===== src/rtl/cpu_opcodes_pkg.sv =====
// Shared opcode/state/register-select types for the ALU sequencer and its ALU.
// Opcodes 16..31 are encodable on the bus but illegal.
package cpu_opcodes;

    typedef enum logic [4:0] {
        AND_A_B = 5'd0,  OR_A_B = 5'd1,  XOR_A_B = 5'd2,  ADD_A_B = 5'd3,
        INC_A   = 5'd4,  INC_B  = 5'd5,  INC_C   = 5'd6,
        DEC_A   = 5'd7,  DEC_B  = 5'd8,  DEC_C   = 5'd9,
        SHL_A   = 5'd10, SHL_B  = 5'd11, SHL_C   = 5'd12,
        TST_A   = 5'd13, TST_B  = 5'd14, TST_C   = 5'd15
    } alu_opcode_t;

    typedef enum logic [1:0] {IDLE, EXEC, WB, RESP} seq_state_t;

    typedef enum logic [1:0] {SEL_A, SEL_B, SEL_C, SEL_NONE} reg_sel_t;

    function automatic logic op_legal(alu_opcode_t op);
        return op <= TST_C;
    endfunction

    // Register feeding operand a; also the writeback target for non-TST ops.
    function automatic reg_sel_t op_reg(alu_opcode_t op);
        case (op)
            INC_B, DEC_B, SHL_B, TST_B: return SEL_B;
            INC_C, DEC_C, SHL_C, TST_C: return SEL_C;
            default:                    return SEL_A;
        endcase
    endfunction

    function automatic logic op_writes(alu_opcode_t op);
        return !(op inside {TST_A, TST_B, TST_C});
    endfunction

endpackage


===== src/rtl/alu_sequencer_if.sv =====
// Command/response handshake bundle between a command master and the ALU sequencer.
interface alu_seq_if #(parameter int DATA_W = 4);
    import cpu_opcodes::*;

    logic              cmd_valid;
    logic              cmd_ready;
    alu_opcode_t       cmd_op;
    logic              cmd_load;
    logic [1:0]        cmd_dst;
    logic [DATA_W-1:0] cmd_imm;
    logic              rsp_valid;
    logic              rsp_ready;
    logic [DATA_W-1:0] rsp_r;
    logic              rsp_zf;
    logic              rsp_cf;
    logic              rsp_err;

    modport master (
        output cmd_valid, cmd_op, cmd_load, cmd_dst, cmd_imm, rsp_ready,
        input  cmd_ready, rsp_valid, rsp_r, rsp_zf, rsp_cf, rsp_err
    );

    modport slave (
        input  cmd_valid, cmd_op, cmd_load, cmd_dst, cmd_imm, rsp_ready,
        output cmd_ready, rsp_valid, rsp_r, rsp_zf, rsp_cf, rsp_err
    );

endinterface


===== src/rtl/four_bit_alu.sv =====
// Combinational ALU: logic ops, add, inc, dec (cf = borrow), shift-left (cf = msb out), test.
module four_bit_alu
    import cpu_opcodes::*;
#(
    parameter int DATA_W = 4
) (
    input  alu_opcode_t       op,
    input  logic [DATA_W-1:0] a,
    input  logic [DATA_W-1:0] b,
    output logic [DATA_W-1:0] r,
    output logic              zf,
    output logic              cf
);

    always_comb begin
        r  = '0;
        cf = 1'b0;
        case (op)
            AND_A_B:             r = a & b;
            OR_A_B:              r = a | b;
            XOR_A_B:             r = a ^ b;
            ADD_A_B:             {cf, r} = {1'b0, a} + {1'b0, b};
            INC_A, INC_B, INC_C: {cf, r} = {1'b0, a} + (DATA_W+1)'(1);
            DEC_A, DEC_B, DEC_C: {cf, r} = {1'b0, a} - (DATA_W+1)'(1);
            SHL_A, SHL_B, SHL_C: {cf, r} = {a, 1'b0};
            TST_A, TST_B, TST_C: r = a;
            default:             r = '0;
        endcase
        zf = (r == '0);
    end

endmodule


===== src/rtl/alu_sequencer.sv =====
// Four-state (IDLE/EXEC/WB/RESP) sequencer driving one ALU over registers A/B/C.
// Optional load-immediate path enabled by defining ALU_SEQ_LOADI_EN.
module alu_sequencer
    import cpu_opcodes::*;
#(
    parameter int DATA_W = 4
) (
    input  logic              clk,
    input  logic              rst_n,
    alu_seq_if.slave          bus,
    output logic [DATA_W-1:0] reg_a,
    output logic [DATA_W-1:0] reg_b,
    output logic [DATA_W-1:0] reg_c,
    output logic              busy
);

    seq_state_t        state_q;
    alu_opcode_t       op_q;
    reg_sel_t          dst_q;
    logic [DATA_W-1:0] a_q, b_q;
    logic              err_q;
    logic [DATA_W-1:0] alu_r_q;
    logic              alu_zf_q, alu_cf_q;
    logic [DATA_W-1:0] ra, rb, rc;
    logic              zf_q, cf_q;
    logic [DATA_W-1:0] rsp_r_q;
    logic              rsp_err_q, rsp_valid_q;

    alu_opcode_t       op_rt;
    reg_sel_t          sel_rt, dst_rt;
    logic [DATA_W-1:0] a_rt;
    logic              err_rt;

    logic [DATA_W-1:0] alu_r;
    logic              alu_zf, alu_cf;

    // Operand routing and legality, evaluated on the command as presented.
    always_comb begin
        sel_rt = op_reg(bus.cmd_op);
        case (sel_rt)
            SEL_B:   a_rt = rb;
            SEL_C:   a_rt = rc;
            default: a_rt = ra;
        endcase
        op_rt  = bus.cmd_op;
        dst_rt = op_writes(bus.cmd_op) ? sel_rt : SEL_NONE;
        err_rt = !op_legal(bus.cmd_op);
`ifdef ALU_SEQ_LOADI_EN
        if (bus.cmd_load) begin
            op_rt  = TST_A;
            a_rt   = bus.cmd_imm;
            dst_rt = reg_sel_t'(bus.cmd_dst);
            err_rt = err_rt | (bus.cmd_dst == 2'd3);
        end
`endif
    end

`ifndef ALU_SEQ_LOADI_EN
    logic unused_load;
    assign unused_load = ^{bus.cmd_load, bus.cmd_dst, bus.cmd_imm};
`endif

    four_bit_alu #(.DATA_W(DATA_W)) u_alu (
        .op (op_q),
        .a  (a_q),
        .b  (b_q),
        .r  (alu_r),
        .zf (alu_zf),
        .cf (alu_cf)
    );

    always_ff @(posedge clk or negedge rst_n) begin
        if (!rst_n) begin
            state_q     <= IDLE;
            op_q        <= AND_A_B;
            dst_q       <= SEL_NONE;
            a_q         <= '0;
            b_q         <= '0;
            err_q       <= 1'b0;
            alu_r_q     <= '0;
            alu_zf_q    <= 1'b0;
            alu_cf_q    <= 1'b0;
            ra          <= '0;
            rb          <= '0;
            rc          <= '0;
            zf_q        <= 1'b0;
            cf_q        <= 1'b0;
            rsp_r_q     <= '0;
            rsp_err_q   <= 1'b0;
            rsp_valid_q <= 1'b0;
        end else begin
            case (state_q)
                IDLE: if (bus.cmd_valid) begin
                    op_q    <= op_rt;
                    dst_q   <= dst_rt;
                    a_q     <= a_rt;
                    b_q     <= rb;
                    err_q   <= err_rt;
                    state_q <= EXEC;
                end
                EXEC: begin
                    alu_r_q  <= alu_r;
                    alu_zf_q <= alu_zf;
                    alu_cf_q <= alu_cf;
                    state_q  <= WB;
                end
                WB: begin
                    // Illegal commands respond with r=0 and leave state untouched.
                    if (err_q) begin
                        rsp_r_q <= '0;
                    end else begin
                        rsp_r_q <= alu_r_q;
                        zf_q    <= alu_zf_q;
                        cf_q    <= alu_cf_q;
                        case (dst_q)
                            SEL_A:   ra <= alu_r_q;
                            SEL_B:   rb <= alu_r_q;
                            SEL_C:   rc <= alu_r_q;
                            default: ;
                        endcase
                    end
                    rsp_err_q   <= err_q;
                    rsp_valid_q <= 1'b1;
                    state_q     <= RESP;
                end
                RESP: if (bus.rsp_ready) begin
                    rsp_valid_q <= 1'b0;
                    state_q     <= IDLE;
                end
                default: state_q <= IDLE;
            endcase
        end
    end

    // Gated by rst_n so ready is low during reset and high the cycle after release.
    assign bus.cmd_ready = rst_n && (state_q == IDLE);
    assign bus.rsp_valid = rsp_valid_q;
    assign bus.rsp_r     = rsp_r_q;
    assign bus.rsp_zf    = zf_q;
    assign bus.rsp_cf    = cf_q;
    assign bus.rsp_err   = rsp_err_q;
    assign reg_a         = ra;
    assign reg_b         = rb;
    assign reg_c         = rc;
    assign busy          = (state_q != IDLE);

endmodule


===== src/flat_wrapper.sv =====
// flat-port wrapper written by rule: the top's interface ports become plain ports
module alu_sequencer_flat import cpu_opcodes::*;
#(
    parameter int DATA_W = 4
)
  (clk, rst_n, reg_a, reg_b, reg_c, busy, bus_cmd_valid, bus_cmd_op, bus_cmd_load, bus_cmd_dst, bus_cmd_imm, bus_rsp_ready, bus_cmd_ready, bus_rsp_valid, bus_rsp_r, bus_rsp_zf, bus_rsp_cf, bus_rsp_err);
  alu_seq_if #(.DATA_W(DATA_W)) bus_i ();
  input  logic clk;
  input  logic rst_n;
  output logic [DATA_W-1:0] reg_a;
  output logic [DATA_W-1:0] reg_b;
  output logic [DATA_W-1:0] reg_c;
  output logic busy;
  input wire logic [$bits(bus_i.cmd_valid)-1:0] bus_cmd_valid;
  input wire logic [$bits(bus_i.cmd_op)-1:0] bus_cmd_op;
  input wire logic [$bits(bus_i.cmd_load)-1:0] bus_cmd_load;
  input wire logic [$bits(bus_i.cmd_dst)-1:0] bus_cmd_dst;
  input wire logic [$bits(bus_i.cmd_imm)-1:0] bus_cmd_imm;
  input wire logic [$bits(bus_i.rsp_ready)-1:0] bus_rsp_ready;
  output wire logic [$bits(bus_i.cmd_ready)-1:0] bus_cmd_ready;
  output wire logic [$bits(bus_i.rsp_valid)-1:0] bus_rsp_valid;
  output wire logic [$bits(bus_i.rsp_r)-1:0] bus_rsp_r;
  output wire logic [$bits(bus_i.rsp_zf)-1:0] bus_rsp_zf;
  output wire logic [$bits(bus_i.rsp_cf)-1:0] bus_rsp_cf;
  output wire logic [$bits(bus_i.rsp_err)-1:0] bus_rsp_err;
  assign bus_i.cmd_valid = bus_cmd_valid;
  assign bus_i.cmd_op = bus_cmd_op;
  assign bus_i.cmd_load = bus_cmd_load;
  assign bus_i.cmd_dst = bus_cmd_dst;
  assign bus_i.cmd_imm = bus_cmd_imm;
  assign bus_i.rsp_ready = bus_rsp_ready;
  assign bus_cmd_ready = bus_i.cmd_ready;
  assign bus_rsp_valid = bus_i.rsp_valid;
  assign bus_rsp_r = bus_i.rsp_r;
  assign bus_rsp_zf = bus_i.rsp_zf;
  assign bus_rsp_cf = bus_i.rsp_cf;
  assign bus_rsp_err = bus_i.rsp_err;
  alu_sequencer #(.DATA_W(DATA_W)) u_core (.clk(clk), .rst_n(rst_n), .bus(bus_i), .reg_a(reg_a), .reg_b(reg_b), .reg_c(reg_c), .busy(busy));
endmodule

===== config.mk =====
export PLATFORM = sky130hd
export DESIGN_NAME = alu_sequencer_flat
export DESIGN_NICKNAME = d
export VERILOG_FILES = /design/src/rtl/cpu_opcodes_pkg.sv /design/src/rtl/alu_sequencer_if.sv /design/src/rtl/four_bit_alu.sv /design/src/rtl/alu_sequencer.sv /design/src/flat_wrapper.sv
export SDC_FILE = /design/constraint.sdc
export NUM_CORES = 1
export LEC_CHECK = 0
export CAP_MARGIN = 20
export CORE_MARGIN = 2
export CORE_UTILIZATION = 55
export CTS_CLUSTER_DIAMETER = 30
export DETAILED_ROUTE_END_ITERATION = 12
export GPL_ROUTABILITY_DRIVEN = 1
export PLACE_DENSITY_LB_ADDON = 0.15
export SKIP_LAST_GASP = 1
export SLEW_MARGIN = 40
export SYNTH_ARGS = -nofsm -noshare
export SYNTH_HDL_FRONTEND = slang
export SYNTH_SLANG_ARGS = --single-unit

===== constraint.sdc =====
create_clock -name clk -period 5 [get_ports clk]
set_input_delay 1.25 -clock clk [delete_from_list [all_inputs] [get_ports clk]]
set_output_delay 1.25 -clock clk [all_outputs]
set_load 0.05 [all_outputs]

==> metrics.txt, run 1 <==
outcome=completed; Total Wirelength=~5500 µm; VDD IR max=0.413 mV; via count=just over 2000; IO Count=38; simple-gate portion of the synthesized area=0.151; yosys warns=0; worst skew pair latency=approximately 300 ps; Synth area leaders=dfrtp_1, ha_1, mux2_2; Most used DFF post-synth=dfrtp_1; Async S/R FF share, synth=1.00; Fin Hold WS=476 ps; Post-Layout Cell Count=360; Die Span X=~74 µm; Internal=between 1 and 1.5 mW; post-synthesis sequential area ratio=0.412; GRT Total Usage=0.227; Pwr Density=between 600 and 700 mW/mm²; initial antenna violation count=0; height of the chip=roughly 74 µm; pre-CTS WS=about 1400 ps; leakage power=roughly 1.3 nW; HPWL Detailed=4060 µm; Initial Util=0.567; CP cell instances=buf_2 -> and2_1 -> clkdlybuf4s50_1; number of distinct library cells after synthesis=between 50 and 60; Gates resized, CTS repair=0; drt drc=0; Detailed Route Iter0 Violations=~140; complex-gate fraction of the synthesized area=0.160; Mapped Cells=between 200 and 300; worst slew pin tran=664 ps; Post-synth EDFFs=0; gr ovfl total=0; Clock Tree Buf Depth=2; via density per instance=between 5 and 6; CP Launch Type=input pin; worst hold path class=flop to flop; Metal-1 WL=around 2600 µm; met2 WL=roughly 2600 µm; Sw Share=0.461; core area=roughly 0.0047 mm²; Mapped Avg Cell Area=slightly above 10 µm²; H-tree depth=2; Post-CTS Setup Repair Bufs=0; vias in the first global route=between 1500 and 2000; CTS tree=yes; clk slew on worst S/H paths=~90 ps; nets=around 330; crit path time final=approximately 3500 ps; mux cell area share after synthesis=0.106; Die ar.=0.00545 mm²; crit path DAT=~2300 ps; row cnt=25; cts hold-fix bufs=0; f_max=between 0.2 and 0.3 GHz; layout cells sized above 1=0.130; leading area contributor after synthesis=dfrtp_1; critical path's slowest cell=clkdlybuf4s50_1; Synth Area in Adders=0.101; Area Growth Syn to Fin=16.2%; Slew Limit Fails=0; DR top layer=met4; xor/xnor share of the synthesized area=0.00980; Routability Congestion=slightly above 0.8; antenna fix cells=0; # clock sinks=44; Req. time, crit path=roughly 3800 ps; Pre-Repair DR Iteration Count=4; Root Driver=clkbuf_8; synthesized net count=between 300 and 400; relative slew slack=0.556; most frequent cells in the layout=dfrtp_1, clkdlybuf4s50_1, nand2_1, inv_1, mux2_2; post-detailed-route wirelength per cell=15.3 µm; final hold violation count=0; first-pass GRT wire length=9350 µm; Inserted Clock Buffers=5; endpoints failing setup=0; CP endpoint kind=output pin; Final WS setup=1450 ps; Yosys top cell area share=0.392; crit path max fanout=2; # Max-Cap Violations=0; Net Sw Power=around 0.94 mW; RSZ-0062 raised after global routing=no; Port Buf Inserts=30; largest net degree at the start of global routing=between 40 and 50; clock power share=0.138; Clock Skews=between 7 and 8 ps; period utilisation layout=0.709; Post-DRT Antenna Nets=0; largest stage delay on the critical path=approximately 790 ps; Sequential Power Share=0.349; Setup CP Type=input pin to output pin; metal3 WL=approximately 200 µm; synthesis-stage register bit count=44; synthesized area=0.00268 mm²; Post-Place Cells=about 350; commonest non-fill, non-tap cell in the layout=dfrtp_1; main combinational cell family by area after synthesis=compound AO/OA/AOI/OAI gates; Logic pwr share=0.513; setup tns final=0 ps; Design Power=between 2 and 2.5 mW
flip-flops by register name (all words and copies together) (netlist names), 4 cells and up:
signal            count
u_core.reg_a          4
u_core.bus.rsp_r      4
u_core.reg_c          4
u_core.op_q           5
u_core.alu_r_q        4
u_core.a_q            4
u_core.reg_b          4
u_core.b_q            4
final timing paths:
check	startpoint	to	slack, ps	cells past startpoint
min in group asynchronous	rst_n	u_core.alu_r_q[2]$_DFFE_PN0N_	1070	2
hold / removal	u_core.alu_zf_q$_DFFE_PN0N_	u_core.bus.rsp_zf$_DFFE_PN0P_	480	2
setup reg to reg	u_core.a_q[0]$_DFFE_PN0P_	u_core.alu_zf_q$_DFFE_PN0N_	2690	7
setup / recovery	rst_n	bus_cmd_ready	1450	3
max in group asynchronous	rst_n	u_core.dst_q[1]$_DFFE_PN1P_	3540	2
hold reg to reg	u_core.alu_zf_q$_DFFE_PN0N_	u_core.bus.rsp_zf$_DFFE_PN0P_	480	2
kinds of logic after synthesis:
group,count (synthesis)
and+or+nand+nor,74
muxes,24
buffers and inverters,37
adders and majority gates,21
DFF,44
xor gates and xnor gates,3
AOI/OAI and AO/OA,63
power groups by stage:
stage	clock [mW]	combinational (mW)	sequential, mW
2_1_floorplan	0	0.622	0.863
3_3_place_gp	0	1.04	0.715
3_5_place_dp	0	1.05	0.719
4_1_cts	0.287	1.06	0.714
5_1_grt	0.303	1.15	0.747
6_report	0.282	1.05	0.715
Yosys cell counts, drive strengths merged (3+ instances only):
| master | count |
|---|---|
| o22ai | 3 |
| or3b | 3 |
| nand4 | 3 |
| clkbuf | 6 |
| a211oi | 4 |
| a21oi | 10 |
| nor3b | 4 |
| buf | 6 |
| o22a | 3 |
| dfrtp | 42 |
| inv | 25 |
| nand2 | 26 |
| o21ai | 17 |
| a22oi | 9 |
| mux2 | 22 |
| and3 | 3 |
| ha | 20 |
| nor2b | 3 |
| nor2 | 11 |
| nor3 | 5 |
| a21o | 3 |
worst max-delay path: cells and delay by family:
kind	cells	cell delay, ps
buf+inv	2	900
simple gates	1	130
cell type report:
type / count / area [µm²]
clock buffer: 5 / 68.8
timing repair buffer: 31 / 303
multi-input combinational: 185 / 1410
fill: 391 / 1610
sequential: 44 / 1100
tap: 67 / 83.8
inverter: 25 / 93.8
clock inverter: 3 / 46.3
through the flow:
stage,area [µm²],util
6_report,3110,0.659
5_1_grt,3110,0.659
4_1_cts,3110,0.659
3_5_place_dp,3000,0.635
3_3_place_gp,3000,0.635
2_1_floorplan,2680,-
per-layer routing:
layer	up-vias	GRT usage
li1	1000	-
met1	987	0.305
met2	41	0.366
met3	8	0.0439
met4	0	0.0808
met5	-	0
No activity file was read; power rests on OpenSTA's default activity.
==> run 2, diff against run 1 <==
==> constraint.sdc (replaced) <==
create_clock -name clk -period 3.45 [get_ports clk]
set_input_delay 0.8625 -clock clk [delete_from_list [all_inputs] [get_ports clk]]
set_output_delay 0.8625 -clock clk [all_outputs]
set_load 0.05 [all_outputs]
==> run 2 against run 1 <==
  * Cell count is the same
  * Routed wire length up 2.6%
  * Clock-buffer cell count is the same
  * Core utilization grew 0.21 points
  * Setup slack got worse by 810 ps
  * Global-route usage is 0.18 points higher
  * Largest power group unchanged
  * Combinational power up 46%
  * Flip-flop and latch count unchanged
==> metrics.txt, run 2 (synthesis gave the netlist of run 1 again) <==
period utilisation layout=0.815; Post-CTS Setup Repair Bufs=0 (unchanged); via count=2057 (+1.0%); GRT Total Usage=0.229 (+0.00180); most frequent cells in the layout=dfrtp_1, clkdlybuf4s50_1, nand2_1, inv_1, mux2_2; # Max-Cap Violations=0 (unchanged); Routability Congestion=0.836 (+2.1%); relative slew slack=0.570 (+0.0136); Req. time, crit path=3620 ps (-130 ps); H-tree depth=2 (unchanged); worst slew pin tran=640 ps (-23.9 ps); leakage power=1.35 nW (+0.36%); Largest Register=u_core.op_q; Final Cell Area=0.00312 mm² (+0.32%); crit path max fanout=4 (+2); initial antenna violation count=0 (unchanged); Die Span X=73.8 µm (unchanged); FILL cells=384 (-1.8%); core area=0.00472 mm² (unchanged); commonest non-fill, non-tap cell in the layout=dfrtp_1; Slew Limit Fails=0 (unchanged); CP endpoint kind=flop; # clock sinks=44 (unchanged); clk slew on worst S/H paths=90 ps (about the same); CTS tree=yes; crit path time final=~2800 ps; first-pass GRT wire length=9430 µm (+0.89%); Area Growth Syn to Fin=16.5%; Pre-Repair DR Iteration Count=4 (unchanged); Initial Util=0.567 (unchanged); Seq. cell area=0.00110 mm² (unchanged); height of the chip=73.8 µm (unchanged); Gates resized, CTS repair=0 (unchanged); Inserted Clock Buffers=5 (unchanged); vias in the first global route=1908 (+0.32%); Port Buf Inserts=30 (unchanged); post-detailed-route wirelength per cell=15.7 µm (+2.6%); pre-CTS WS=339 ps (-1100 ps); via density per instance=5.71 (+1.0%); Die ar.=0.00545 mm² (unchanged); final hold violation count=0 (unchanged); Post-DP Area=0.00301 mm² (+0.33%); antenna fix cells=0 (unchanged); area of the multi-input gates=0.00141 mm² (unchanged); outcome=completed; largest net degree at the start of global routing=45 (unchanged); Fin Hold WS=476 ps (+0.494 ps); HPWL Detailed=4100 µm (+1.1%); CP Launch Type=input pin; nets=329 (unchanged); cts hold-fix bufs=0 (unchanged); Post-DRT Antenna Nets=0 (unchanged); VDD IR max=0.552 mV (+34%); crit path DAT=2980 ps (+680 ps); worst hold path class=flop to flop; Setup CP Type=input pin to flop; worst skew pair latency=300 ps (about the same); number of flip-flops in the largest register=5 (unchanged); endpoints failing setup=0 (unchanged); IO Count=38 (unchanged); Detailed Route Iter0 Violations=184 (+28%); row cnt=25 (unchanged); Root Driver=clkbuf_8; setup tns final=0 ps (unchanged); Pwr Density=956 mW/mm² (+45%); Clock Tree Buf Depth=2 (unchanged); Design Power=2.98 mW (+46%); layout cells sized above 1=0.133 (+0.00341); gr ovfl total=0 (unchanged); RSZ-0062 raised after global routing=no; Reg2Reg Setup Slack=1120 ps (-1570 ps); f_max=0.356 GHz; Clock Skews=6.38 ps (-1.03 ps); Total Wirelength=5650 µm (+2.6%); Final WS setup=640 ps (-815 ps); drt drc=0 (unchanged)
## run 2: cell types whose count changed in the layout (fill, tap and decap cells not counted), sizes merged
cell           delta
buf               +1
clkdlybuf4s50     -1
## run 2: critical path, stage by stage
cell	delay [ps]
clkdlybuf4s50_1	510
inv_1	80
ha_1	310
mux2_2	260
a22oi_1	130
nor2_1	90
ha_1	240
a22oi_1	200
nor2_1	70
a21oi_1	120
o21ai_0	90
## run 2: layer usage
layer | wire (µm) | global-route usage | share of wire | vias to the layer above
li1 | - | - | - | 995
met1 | 2600 | 0.315 | 0.46 | 1005
met2 | 2660 | 0.359 | 0.47 | 47
met3 | 286 | 0.0466 | 0.051 | 10
met4 | 106 | 0.0808 | 0.019 | 0
met5 | 0 | 0 | 0 | -
## run 2: path summary, 6_finish.rpt
path	startpoint	end	cells after the start
max	bus_cmd_op[0]	u_core.a_q[1]$_DFFE_PN0P_	11
min	u_core.bus.rsp_zf$_DFFE_PN0P_	u_core.bus.rsp_zf$_DFFE_PN0P_	2
max reg2reg	u_core.a_q[0]$_DFFE_PN0P_	u_core.alu_zf_q$_DFFE_PN0N_	7
min reg2reg	u_core.bus.rsp_zf$_DFFE_PN0P_	u_core.bus.rsp_zf$_DFFE_PN0P_	2
max in group asynchronous	rst_n	u_core.b_q[0]$_DFFE_PN0P_	2
min in group asynchronous	rst_n	u_core.op_q[2]$_DFFE_PN0P_	2
## run 2: area by class of cell
type                    count  area share
clock buffers               5      0.0220
well taps                  67      0.0268
multi-input cells         185       0.453
flip-flops and latches     44       0.353
clock inverters             3      0.0148
inverters                  25      0.0300
repair buffers             31       0.100
## run 2: stage by stage
stage	util	instances
5_1_grt	0.661	360
2_1_floorplan	-	266
3_3_place_gp	0.637	352
6_report	0.661	360
4_1_cts	0.661	360
3_5_place_dp	0.637	352
## run 2: report_power, final
part / switching [mW] / internal (mW) / total (mW)
Combinational: 0.893 / 0.640 / 1.53
Sequential: 0.296 / 0.747 / 1.04
Clock: 0.190 / 0.218 / 0.408
